==> src/rtl/regfile_wb_queue.sv <==
// Write-back queue for the lagarto0 register file: arbitrates ALU/MEM results into an in-order
// FIFO and keeps a busy scoreboard of pending loads. Define WB_FWD_EN to enable the forwarding lookup.
module regfile_wb_queue #(
  parameter int DEPTH = 4,
  parameter int XLEN  = 32
) (
  input  logic                     clk_i,
  input  logic                     rst_i,
  input  logic                     alu_valid_i,
  input  logic [4:0]               alu_rd_i,
  input  logic [XLEN-1:0]          alu_data_i,
  output logic                     alu_ready_o,
  input  logic                     mem_valid_i,
  input  logic [4:0]               mem_rd_i,
  input  logic [XLEN-1:0]          mem_data_i,
  output logic                     mem_ready_o,
  input  logic                     issue_i,
  input  logic [4:0]               issue_rd_i,
  input  logic                     wb_stall_i,
  output logic [4:0]               rd_o,
  output logic [XLEN-1:0]          datord_o,
  output logic                     wren_o,
  output logic [31:0]              busy_o,
  output logic [$clog2(DEPTH):0]   count_o,
  output logic                     full_o,
  input  logic [4:0]               fwd_rs_i,
  output logic                     fwd_hit_o,
  output logic [XLEN-1:0]          fwd_data_o
);

  localparam int PW = $clog2(DEPTH);
  localparam int CW = PW + 1;

  logic [PW-1:0]   rd_ptr_q, rd_ptr_d;
  logic [PW-1:0]   wr_ptr_q, wr_ptr_d;
  logic [CW-1:0]   count_q, count_d;
  logic [31:0]     busy_q, busy_d;
  logic            src_q  [DEPTH];
  logic            src_d  [DEPTH];
  logic [4:0]      rd_q   [DEPTH];
  logic [4:0]      rd_d   [DEPTH];
  logic [XLEN-1:0] data_q [DEPTH];
  logic [XLEN-1:0] data_d [DEPTH];

  logic            empty, full, pop, space, push;
  logic            push_src;
  logic [4:0]      push_rd;
  logic [XLEN-1:0] push_data;

  always_comb begin
    empty     = (count_q == '0);
    full      = (count_q == CW'(DEPTH));
    pop       = !empty && !wb_stall_i;
    space     = !full || pop;
    push_src  = mem_valid_i;
    push_rd   = mem_valid_i ? mem_rd_i : alu_rd_i;
    push_data = mem_valid_i ? mem_data_i : alu_data_i;
    // x0 writes still handshake; they simply never enter the queue.
    push      = (mem_valid_i || alu_valid_i) && space && (push_rd != 5'd0);

    mem_ready_o = space;
    alu_ready_o = space && !mem_valid_i;
    wren_o      = pop;
    rd_o        = empty ? 5'd0 : rd_q[rd_ptr_q];
    datord_o    = empty ? '0 : data_q[rd_ptr_q];
    count_o     = count_q;
    full_o      = full;
    busy_o      = busy_q;
  end

  always_comb begin
    rd_ptr_d = rd_ptr_q;
    wr_ptr_d = wr_ptr_q;
    count_d  = count_q;
    busy_d   = busy_q;
    src_d    = src_q;
    rd_d     = rd_q;
    data_d   = data_q;

    if (push) begin
      src_d[wr_ptr_q]  = push_src;
      rd_d[wr_ptr_q]   = push_rd;
      data_d[wr_ptr_q] = push_data;
      wr_ptr_d         = wr_ptr_q + PW'(1);
    end
    if (pop) begin
      rd_ptr_d = rd_ptr_q + PW'(1);
      if (src_q[rd_ptr_q]) busy_d[rd_q[rd_ptr_q]] = 1'b0;
    end
    // Set is applied after clear so a same-edge re-issue keeps the register busy.
    if (issue_i && (issue_rd_i != 5'd0)) busy_d[issue_rd_i] = 1'b1;
    busy_d[0] = 1'b0;

    case ({push, pop})
      2'b10:   count_d = count_q + CW'(1);
      2'b01:   count_d = count_q - CW'(1);
      default: count_d = count_q;
    endcase
  end

  always_ff @(posedge clk_i) begin
    if (rst_i) begin
      rd_ptr_q <= '0;
      wr_ptr_q <= '0;
      count_q  <= '0;
      busy_q   <= '0;
    end else begin
      rd_ptr_q <= rd_ptr_d;
      wr_ptr_q <= wr_ptr_d;
      count_q  <= count_d;
      busy_q   <= busy_d;
    end
  end

  // Entry storage needs no reset: occupancy gates every read of it.
  always_ff @(posedge clk_i) begin
    src_q  <= src_d;
    rd_q   <= rd_d;
    data_q <= data_d;
  end

`ifdef WB_FWD_EN
  logic [PW-1:0] fwd_idx;

  always_comb begin
    fwd_hit_o  = 1'b0;
    fwd_data_o = '0;
    fwd_idx    = rd_ptr_q;
    // Walk oldest to youngest so the youngest match wins.
    for (int i = 0; i < DEPTH; i++) begin
      fwd_idx = rd_ptr_q + PW'(i);
      if ((CW'(i) < count_q) && (rd_q[fwd_idx] == fwd_rs_i) && (fwd_rs_i != 5'd0)) begin
        fwd_hit_o  = 1'b1;
        fwd_data_o = data_q[fwd_idx];
      end
    end
  end
`else
  logic unused_fwd_rs;

  assign unused_fwd_rs = ^fwd_rs_i;
  assign fwd_hit_o     = 1'b0;
  assign fwd_data_o    = '0;
`endif

endmodule

==> config.mk <==
export PLATFORM = sky130hd
export DESIGN_NAME = regfile_wb_queue
export DESIGN_NICKNAME = d
export VERILOG_FILES = /design/src/rtl/regfile_wb_queue.sv
export SDC_FILE = /design/constraint.sdc
export NUM_CORES = 1
export LEC_CHECK = 0
export BUFFER_PORTS_ARGS = -buffer_cell sky130_fd_sc_hd__buf_2
export CAP_MARGIN = 20
export CORE_AREA = 3 3 129 131
export DETAILED_ROUTE_END_ITERATION = 10
export DIE_AREA = 0 0 132 134
export PLACE_DENSITY_LB_ADDON = 0.08
export REMOVE_ABC_BUFFERS = 1
export SETUP_SLACK_MARGIN = 0.4
export SLEW_MARGIN = 20
export SYNTH_ARGS = -nofsm -noshare
export SYNTH_HDL_FRONTEND = slang
export SYNTH_SLANG_ARGS = --single-unit
==> constraint.sdc <==
create_clock -name clk_i -period 3.4 [get_ports clk_i]
set_input_delay 0.68 -clock clk_i [delete_from_list [all_inputs] [get_ports clk_i]]
set_output_delay 0.68 -clock clk_i [all_outputs]
set_load 0.05 [all_outputs]
# Yosys cells after proc, flatten, opt, wreduce, memory -nomap -nowiden
# Cells that the tools add are included.
# word_totals
regBits	191
inputBits	90
output_inout_bits	109
word_cells	84
# op_classes
add_sub_neg	4
order_cmp	7
n_eq_ne	3
muxes	30
bitwise_logic	5
n_reduce_logical	18
# op_table
operator	count
32-bit two-way mux	8
128-bit bitwise mux	1
32-bit binary-select mux with 2-bit select	1
32-bit demux with 2-bit select	1
32-bit bitwise AND	1
32-bit NOT	1
32-bit OR	1
5-bit two-way mux	5
20-bit bitwise mux	1
5-bit by 6-bit less-than comparator with 1-bit output, second input constant	2
5-bit binary-select mux with 2-bit select	1
1-bit demux with 5-bit select	2
5-bit demux with 2-bit select	1
5-bit by 1-bit greater-or-equal comparator with 1-bit output, second input constant	2
5-bit nonzero test	2
1-bit logical AND	8
3-bit greater-or-equal comparator, second input constant	2
2-bit NOT with 3-bit output	2
3-bit one-hot mux with 2 select lines	1
1-bit two-way mux	5
2-bit by 1-bit adder with 2-bit output, second input constant	2
4-bit bitwise mux	1
1-bit logical NOT	4
3-bit by 1-bit adder with 3-bit output, second input constant	1
other kinds (10)	11

# Longest topological paths before layout
# Gate-level depths: netlist of the first run.
# logic_depth
word_depth	14
mapped_depth	10
mapped_depth_nobuf	10

# Least setup slack after synthesis of the first run
# OpenSTA, ideal clock, no wires.
# synth_timing
path_kind	register to register
from	register count_q[2], in the netlist count_o[2]
to	register count_q[2], in the netlist count_o[2]
setup_ns	0.070
t_arrival_ns	4.300
t_required_ns	3.330
slack_ns	-0.971
path_stages_with_launch	11
path_buffers	0
synth_period_minus_slack_ns	4.371
cell_sequence	dfxtp_1 nor3b_1 nand2_1 o311a_1 inv_1 ha_1 inv_1 fa_1 xor2_1 or3_1 a21oi_1
# synth_via
word_cells_on_any_way	14
cone_classes	add/sub (2); eq/ne (3); mux (1); reduce/logical (8)
# synth_rtl
element	line	rtl
start, declared	36	logic [CW-1:0] count_q, count_d;
start signal, assigned	110	count_q <= count_d;
3-bit equality test (*)	52	full = (count_q == CW'(DEPTH));
via full_o	25	output logic full_o,
1-bit logical NOT (*)	54	space = !full || pop;
1-bit logical OR (*)	54	
via mem_ready_o	16	output logic mem_ready_o,
1-bit logical AND (*) (2 in series)	59	push = (mem_valid_i || alu_valid_i) && space && (push_rd != 5'd0);
2-bit by 1-bit equality test with 1-bit output / 2-bit equality test (equally long branches)	94	case ({push, pop})
3-bit one-hot mux with 2 select lines / 2-bit nonzero test (equally long branches)	n/a	
# Mark *: on every way through the listed nets, which the timed path passes. The rest lies on a longest branch.
# A chain may end at the register's enable or synchronous reset.

# Worst setup path after layout of the first run
# layout_timing
from	register rd_ptr_q[0]
to	output rd_o[4]
# layout_via
elab_chain_cells	5
# layout_lines
element	line	rtl
start, declared	34	logic [PW-1:0] rd_ptr_q, rd_ptr_d;
start signal, assigned	108	rd_ptr_q <= rd_ptr_d;
2-bit NOT with 3-bit output (implied by the code)	64	rd_o = empty ? 5'd0 : rd_q[rd_ptr_q];
5-bit binary-select mux with 2-bit select	64	
5-bit two-way mux (implied by the code) (2 in series)	64	
5-bit two-way mux	64	
end, declared	20	output logic [4:0] rd_o,
# Every way passes these cells. The select of a mux whose other input is x is not followed.

==> metrics.md, run 1 <==
| Metric | Value |
|---|---|
| Outcome | `completed` |
| Antenna Nets Post-Route | `0` |
| Worst setup path class | `register to primary output` |
| Synth top area cells | `edfxtp_1 55%, mux4_2 9.7%, dfxtp_1 9.1%` |
| Post-route cell area | `9860 µm²` |
| Slew @ Worst Pin | `1090 ps` |
| Top-area cell type share of the netlist area | `54.7%` |
| Drt wl/cell | `19.2 µm` |
| Final worst-path cycle share | `84.0%` |
| Endpoint type of the worst setup path | `primary output` |
| Routability cong. | `0.828` |
| Slew Limit Fails | `0` |
| Asr flop ratio synth | `0%` |
| Setup crit start kind | `register` |
| Worst-path clk slew | `70 ps` |
| Area after DPL | `9200 µm²` |
| H-tree levels | `4` |
| Layout cells sized above 1 | `40.1%` |
| Cts bufs inserted | `17` |
| FF-to-FF setup slack | `800 ps` |
| Clk_lat worst skew | `420 ps` |
| Row count | `46` |
| # port buffers | `159` |
| Post-synthesis compound-gate area fraction | `5.04%` |
| TritonCTS clock tree | `yes` |
| Worst min path class | `register to register` |
| DR iter-0 viols | `414` |
| Vias in the first global route | `5213` |
| Largest net degree at the start of global routing | `41` |
| Drt drc | `0` |
| Max Cap Violations | `0` |
| RR Startpoint | `count_o[2]` |
| WP data arrival | `2180 ps` |
| Number of top-level pins | `199` |
| Starting Density | `53.1%` |
| Total iterations of the first detailed-routing run | `5` |
| Final Util | `62.7%` |
| Post-synthesis sequential area ratio | `63.8%` |
| Mux contribution to synthesized area | `15.6%` |
| Most common cell in the netlist | `edfxtp_1` |
| Placed wire-length estimate | `11500 µm` |
| Postcts setup bufs | `0` |
| CP required | `2720 ps` |
| Root buffer cell | `clkbuf_16` |
| DIE AREA | `17700 µm²` |
| EDFF count, synth | `152` |
| Final Hold Fails | `0` |
| Adder-Cell Fraction of Synth Area | `0.990%` |
| Pleak | `3.65 nW` |
| Antenna diode count | `0` |
| Grt total ovfl | `0` |
| Hold_buf cts | `0` |
| Yosys top cell by area | `edfxtp_1` |
| Min cycle time layout | `2860 ps` |
| Critical path fanouts, max | `14` |
| DR vias | `5068` |
| Mapped cell area | `8340 µm²` |
| Slowest CP cell | `mux4_2` |
| Slew margin rel. | `27.4%` |
| Hold Path End | `busy_o[10]` |
| Post-Route Setup TNS | `0 ps` |
| RR Endpoint | `count_o[2]` |
| WP buf/inv | `2` |
| Delay of the slowest cell on the worst path | `620 ps` |
| Fmax | `0.350 GHz` |
| Vias/cell | `5.46` |
| Clock sinks | `190` |
| RSZ-0062 raised after global routing | `no` |
| GRT Overall Usage | `20.5%` |
| Synth top cells by count | `152 x edfxtp_1, 40 x and2_1, 38 x dfxtp_1, 38 x mux2_2, 36 x mux4_2` |
| Core area | `15700 µm²` |
| Initial antenna violation count | `1` |
| YS warnings | `0` |
| Die Ht | `134 µm` |
| Synth Register Bits | `190` |
| Power density cells | `807 nW/µm²` |
| Maximum vdd drop | `0.457 mV` |
| Drt total wl | `17800 µm` |
| CP delay by family, top | `multiplexers` |
| Final Skew | `7.50 ps` |
| Post-synthesis simple-gate area fraction | `8.88%` |
| Global-route wire length before repair | `28000 µm` |
| CP Cell Sequence | `buf_6, mux4_2, and2_1, buf_2` |
| Largest family of logic cells by synthesized area | `multiplexers` |
| Post-synthesis xor/xnor area fraction | `0.420%` |
| Post-layout nets | `796` |
| Hold_sp | `busy_o[10]` |
| Top FF cell, synth | `edfxtp_1` |
| Area delta synth->final | `18.2%` |
| Final setup fails | `0` |
| Synth unique cells | `45` |
| Clk buf depth | `2` |
| Synth Area per Inst | `15.2 µm²` |
| Cell count after synthesis | `548` |
| R2R cell count | `10` |
| Hold depth | `2` |
| Die width | `132 µm` |
==> cell type report <==
type	count	area (µm²)
Fill cell	1223	5850
Sequential cell	190	5330
Multi-Input combinational cell	317	2720
Timing Repair Buffer	166	865
Clock buffer	18	429
Tap cell	216	270
Clock inverter	14	218
Inverter	8	30.0
==> worst max-delay path by stage <==
stage                start    endpoint  cells after the start
2_1_floorplan   count_o[2]  count_o[2]                     10
3_3_place_gp   alu_rd_i[1]  count_o[2]                     10
3_5_place_dp   alu_rd_i[1]  count_o[2]                     10
4_1_cts        rd_ptr_q[0]     rd_o[4]                      4
5_1_grt        rd_ptr_q[0]     rd_o[3]                      4
6_report       rd_ptr_q[0]     rd_o[4]                      4
==> layout by cell type, fill, tap and decap left out, types with 5 or more instances in the layout <==
cell type	n
o41ai_1	5
dfxtp_1	36
nand2_1	26
inv_1	8
mux2_2	38
buf_4	5
and2_1	36
bufinv_16	5
edfxtp_1	152
o31ai_1	16
clkbuf_16	17
a21oi_1	28
nand3b_1	5
mux4_2	36
conb_1	34
nor3_1	5
a211oi_1	6
buf_2	159
nor3b_1	9
nor2_1	27
ha_1	5
==> layer usage <==
layer  GRT usage (%)  wire length, µm  share of wire (%)
met3            5.25             1280                7.2
met2            35.5             9230                 52
met5               0               13              0.073
met4            6.83              172               0.96
met1            25.4             7130                 40
==> where the power goes <==
group          internal, mW  switching, mW
combinational         0.883           1.99
clock                  1.31          0.845
sequential             2.82          0.113
==> flip-flops by register name, indices dropped and copies added, names as in the netlist <==
register and flops:
rd_q 20, busy_o 31, count_o 3, data_q 128, wr_ptr_q 2, rd_ptr_q 2, src_q 4
==> cell families (layout without fill, tap and decap cells) <==
group / count (synthesis) / in the layout
flip-flops: 190 / 190
XOR/XNOR: 4 / 4
multiplexers: 77 / 77
AO/OA/AOI/OAI: 62 / 62
other: 1 / 34
buffers and inverters: 74 / 206
AND/OR/NAND/NOR: 134 / 134
adder cells (fa/ha/maj): 6 / 6
==> timing repair <==
item	4_1_cts	5_1_grt
setup endpoints to repair	4	0
resized for setup	2	0
hold endpoints to repair	0	0
==> through the flow <==
stage          power (mW)  hold WS [ps]  std cells  worst slack [ps]
5_1_grt              8.31           488        929               406
2_1_floorplan        5.09           481        515              -970
6_report             7.95           465        929               544
3_5_place_dp         5.88           457        897               308
3_3_place_gp         5.84           453        897               358
4_1_cts              8.04           467        929               487
==> tightest hold or removal path: stages (launching register included) <==
cell     delay (ps)
dfxtp_1         310
o31ai_1          60
a21oi_1          60
Power figures use the tool's default switching activity.
==> run 2, diff against run 1 <==
==> constraint.sdc (replaced) <==
create_clock -name clk_i -period 2.7 [get_ports clk_i]
set_input_delay 0.54 -clock clk_i [delete_from_list [all_inputs] [get_ports clk_i]]
set_output_delay 0.54 -clock clk_i [all_outputs]
set_load 0.05 [all_outputs]
==> run 2 against run 1 <==
Die area unchanged; power up 40%; critical path depth up 1; final cell count up 3.7%; combinational power up 72%; sequential power up 26%; clock skew down 0.81 ps; global-route usage up 0.64 points; clock power up 17%; critical path type unchanged; critical endpoint is now datord_o[21]; largest power group is now combinational cells; highest routed layer is now met4.
==> metrics.md, run 2 (synthesis results as in run 1) <==
| Metric | Value |
|---|---|
| Placed wire-length estimate | `12100 µm (was 11500 µm)` |
| Final Util | `67.7% (was 62.7%)` |
| Critical path fanouts, max | `8 (was 14)` |
| Antenna diode count | `0 (unchanged)` |
| CP Cell Sequence | `buf_12, buf_16, mux4_2, and2_4, buf_6 (was buf_6, mux4_2, and2_1, buf_2)` |
| Die width | `132 µm (unchanged)` |
| Slew margin rel. | `47.8% (was 27.4%)` |
| Drt wl/cell | `19.5 µm (was 19.2 µm)` |
| Layout cells sized above 1 | `50.1% (was 40.1%)` |
| Max reg flops | `128 (unchanged)` |
| Pleak | `3.95 nW (was 3.65 nW)` |
| Largest net degree at the start of global routing | `41 (unchanged)` |
| Worst min path class | `input port to register (was register to register)` |
| Slew Limit Fails | `0 (unchanged)` |
| Area delta synth->final | `27.5% (was 18.2%)` |
| Final worst-path cycle share | `92.9%` |
| Slowest CP cell | `mux4_2 (unchanged)` |
| Fmax | `0.399 GHz` |
| Vias/cell | `5.49 (was 5.46)` |
| Maximum vdd drop | `0.586 mV (was 0.457 mV)` |
| Post-layout nets | `830 (was 796)` |
| Clock sinks | `190 (unchanged)` |
| Total iterations of the first detailed-routing run | `5 (unchanged)` |
| Setup crit start kind | `register (unchanged)` |
| CP required | `2160 ps (was 2720 ps)` |
| Worst setup path class | `register to primary output (unchanged)` |
| Vias in the first global route | `5409 (was 5213)` |
| Commonest cells after routing, fill and taps aside | `152 x edfxtp_1, 122 x buf_2, 41 x buf_6 (was 159 x buf_2, 152 x edfxtp_1, 38 x mux2_2)` |
| # port buffers | `159 (unchanged)` |
| Root buffer cell | `clkbuf_16 (unchanged)` |
| Drt drc | `0 (unchanged)` |
| Most flops, register | `data_q (unchanged)` |
| WP data arrival | `1970 ps (was 2180 ps)` |
| Final Hold Fails | `0 (unchanged)` |
| Commonest non-fill, non-tap cell in the layout | `edfxtp_1 (was buf_2)` |
| Outcome | `completed (unchanged)` |
| Clk buf depth | `2 (unchanged)` |
| Worst-path clk slew | `70 ps (about the same)` |
| Routability cong. | `0.863 (was 0.828)` |
| Slew @ Worst Pin | `783 ps (was 1090 ps)` |
| Placed cells | `910 (was 897)` |
| Clk_lat worst skew | `430 ps (was 420 ps)` |
| Grt total ovfl | `0 (unchanged)` |
| Final Skew | `6.69 ps (was 7.50 ps)` |
| Total design power | `11.1 mW (was 7.95 mW)` |
| Final non-filler cell total | `963 (was 929)` |
| Final setup fails | `0 (unchanged)` |
| Starting Density | `53.1% (unchanged)` |
| Power density cells | `1050 nW/µm² (was 807 nW/µm²)` |
| Global-route wire length before repair | `28900 µm (was 28000 µm)` |
| Max Cap Violations | `0 (unchanged)` |
| H-tree levels | `4 (unchanged)` |
| RSZ-0062 raised after global routing | `yes (was no)` |
| Row count | `46 (unchanged)` |
| DR iter-0 viols | `410 (was 414)` |
| Drt total wl | `18700 µm (was 17800 µm)` |
| Initial antenna violation count | `0 (was 1)` |
| Delay of the slowest cell on the worst path | `500 ps (was 620 ps)` |
| Endpoint type of the worst setup path | `primary output (unchanged)` |
| DIE AREA | `17700 µm² (unchanged)` |
| Antenna Nets Post-Route | `0 (unchanged)` |
| Cts bufs inserted | `17 (unchanged)` |
| DR vias | `5283 (was 5068)` |
| Min cycle time layout | `2510 ps` |
| Die Ht | `134 µm (unchanged)` |
| TritonCTS clock tree | `yes (unchanged)` |
| Number of top-level pins | `199 (unchanged)` |
| Core area | `15700 µm² (unchanged)` |
| GRT Overall Usage | `21.2% (was 20.5%)` |
==> run 2: final cells by class <==
class | count | area [µm²]
inverter | 8 | 30.0
sequential | 190 | 5330
clock inverter | 15 | 173
fill | 1113 | 5070
timing repair buffer | 199 | 1500
clock buffer | 17 | 425
tap | 216 | 270
multi-input combinational | 318 | 2910
==> run 2: metal layers <==
| metal | wire length [µm] | global-route usage [%] |
|---|---|---|
| met3 | 1360 | 5.25 |
| met2 | 9540 | 35.8 |
| met5 | 0 | 0 |
| met1 | 7450 | 27.1 |
| met4 | 389 | 7.06 |
==> run 2: final timing paths <==
path / startpoint / end / slack (ps) / cells past startpoint
worst max register to register: count_o[2] / count_o[2] / 390 / 10
worst min-delay path: mem_data_i[6] / data_q[102] / 460 / 2
worst min register to register: busy_o[20] / busy_o[20] / 470 / 2
worst max-delay path: rd_ptr_q[0] / datord_o[21] / 190 / 5
==> run 2: power by group <==
group	switching [mW]	internal, mW	total [mW]
Sequential	0.142	3.54	3.69
Combinational	2.84	2.10	4.95
Clock	1.07	1.45	2.52
Total	4.05	7.10	11.1
==> run 2: repair_timing <==
item	CTS	global route
hold buffers	0	0
pin swaps	2	6
gates resized for setup	87	80
cloned	1	2
buffers inserted	15	3
setup endpoints to repair	40	58
==> run 2: stage by stage <==
step / hold WS (ps) / setup TNS [ps] / setup slack, ps / cell area [µm²]
after floorplan: 481 / -254080 / -1670 / 8060
after global placement: 453 / -120 / -120 / 9320
after detailed placement: 461 / -166 / -166 / 9320
after CTS: 447 / 0 / 167 / 10300
after global routing: 461 / 0 / 122 / 10600
final: 463 / 0 / 193 / 10600
==> run 2: worst max-delay path, delay by kind of cell, from the launching register on <==
family / cells / cell delay [ps]
AND/OR/NAND/NOR: 1 / 170
flip-flops: 1 / 450
multiplexers: 1 / 500
buffers and inverters: 3 / 410
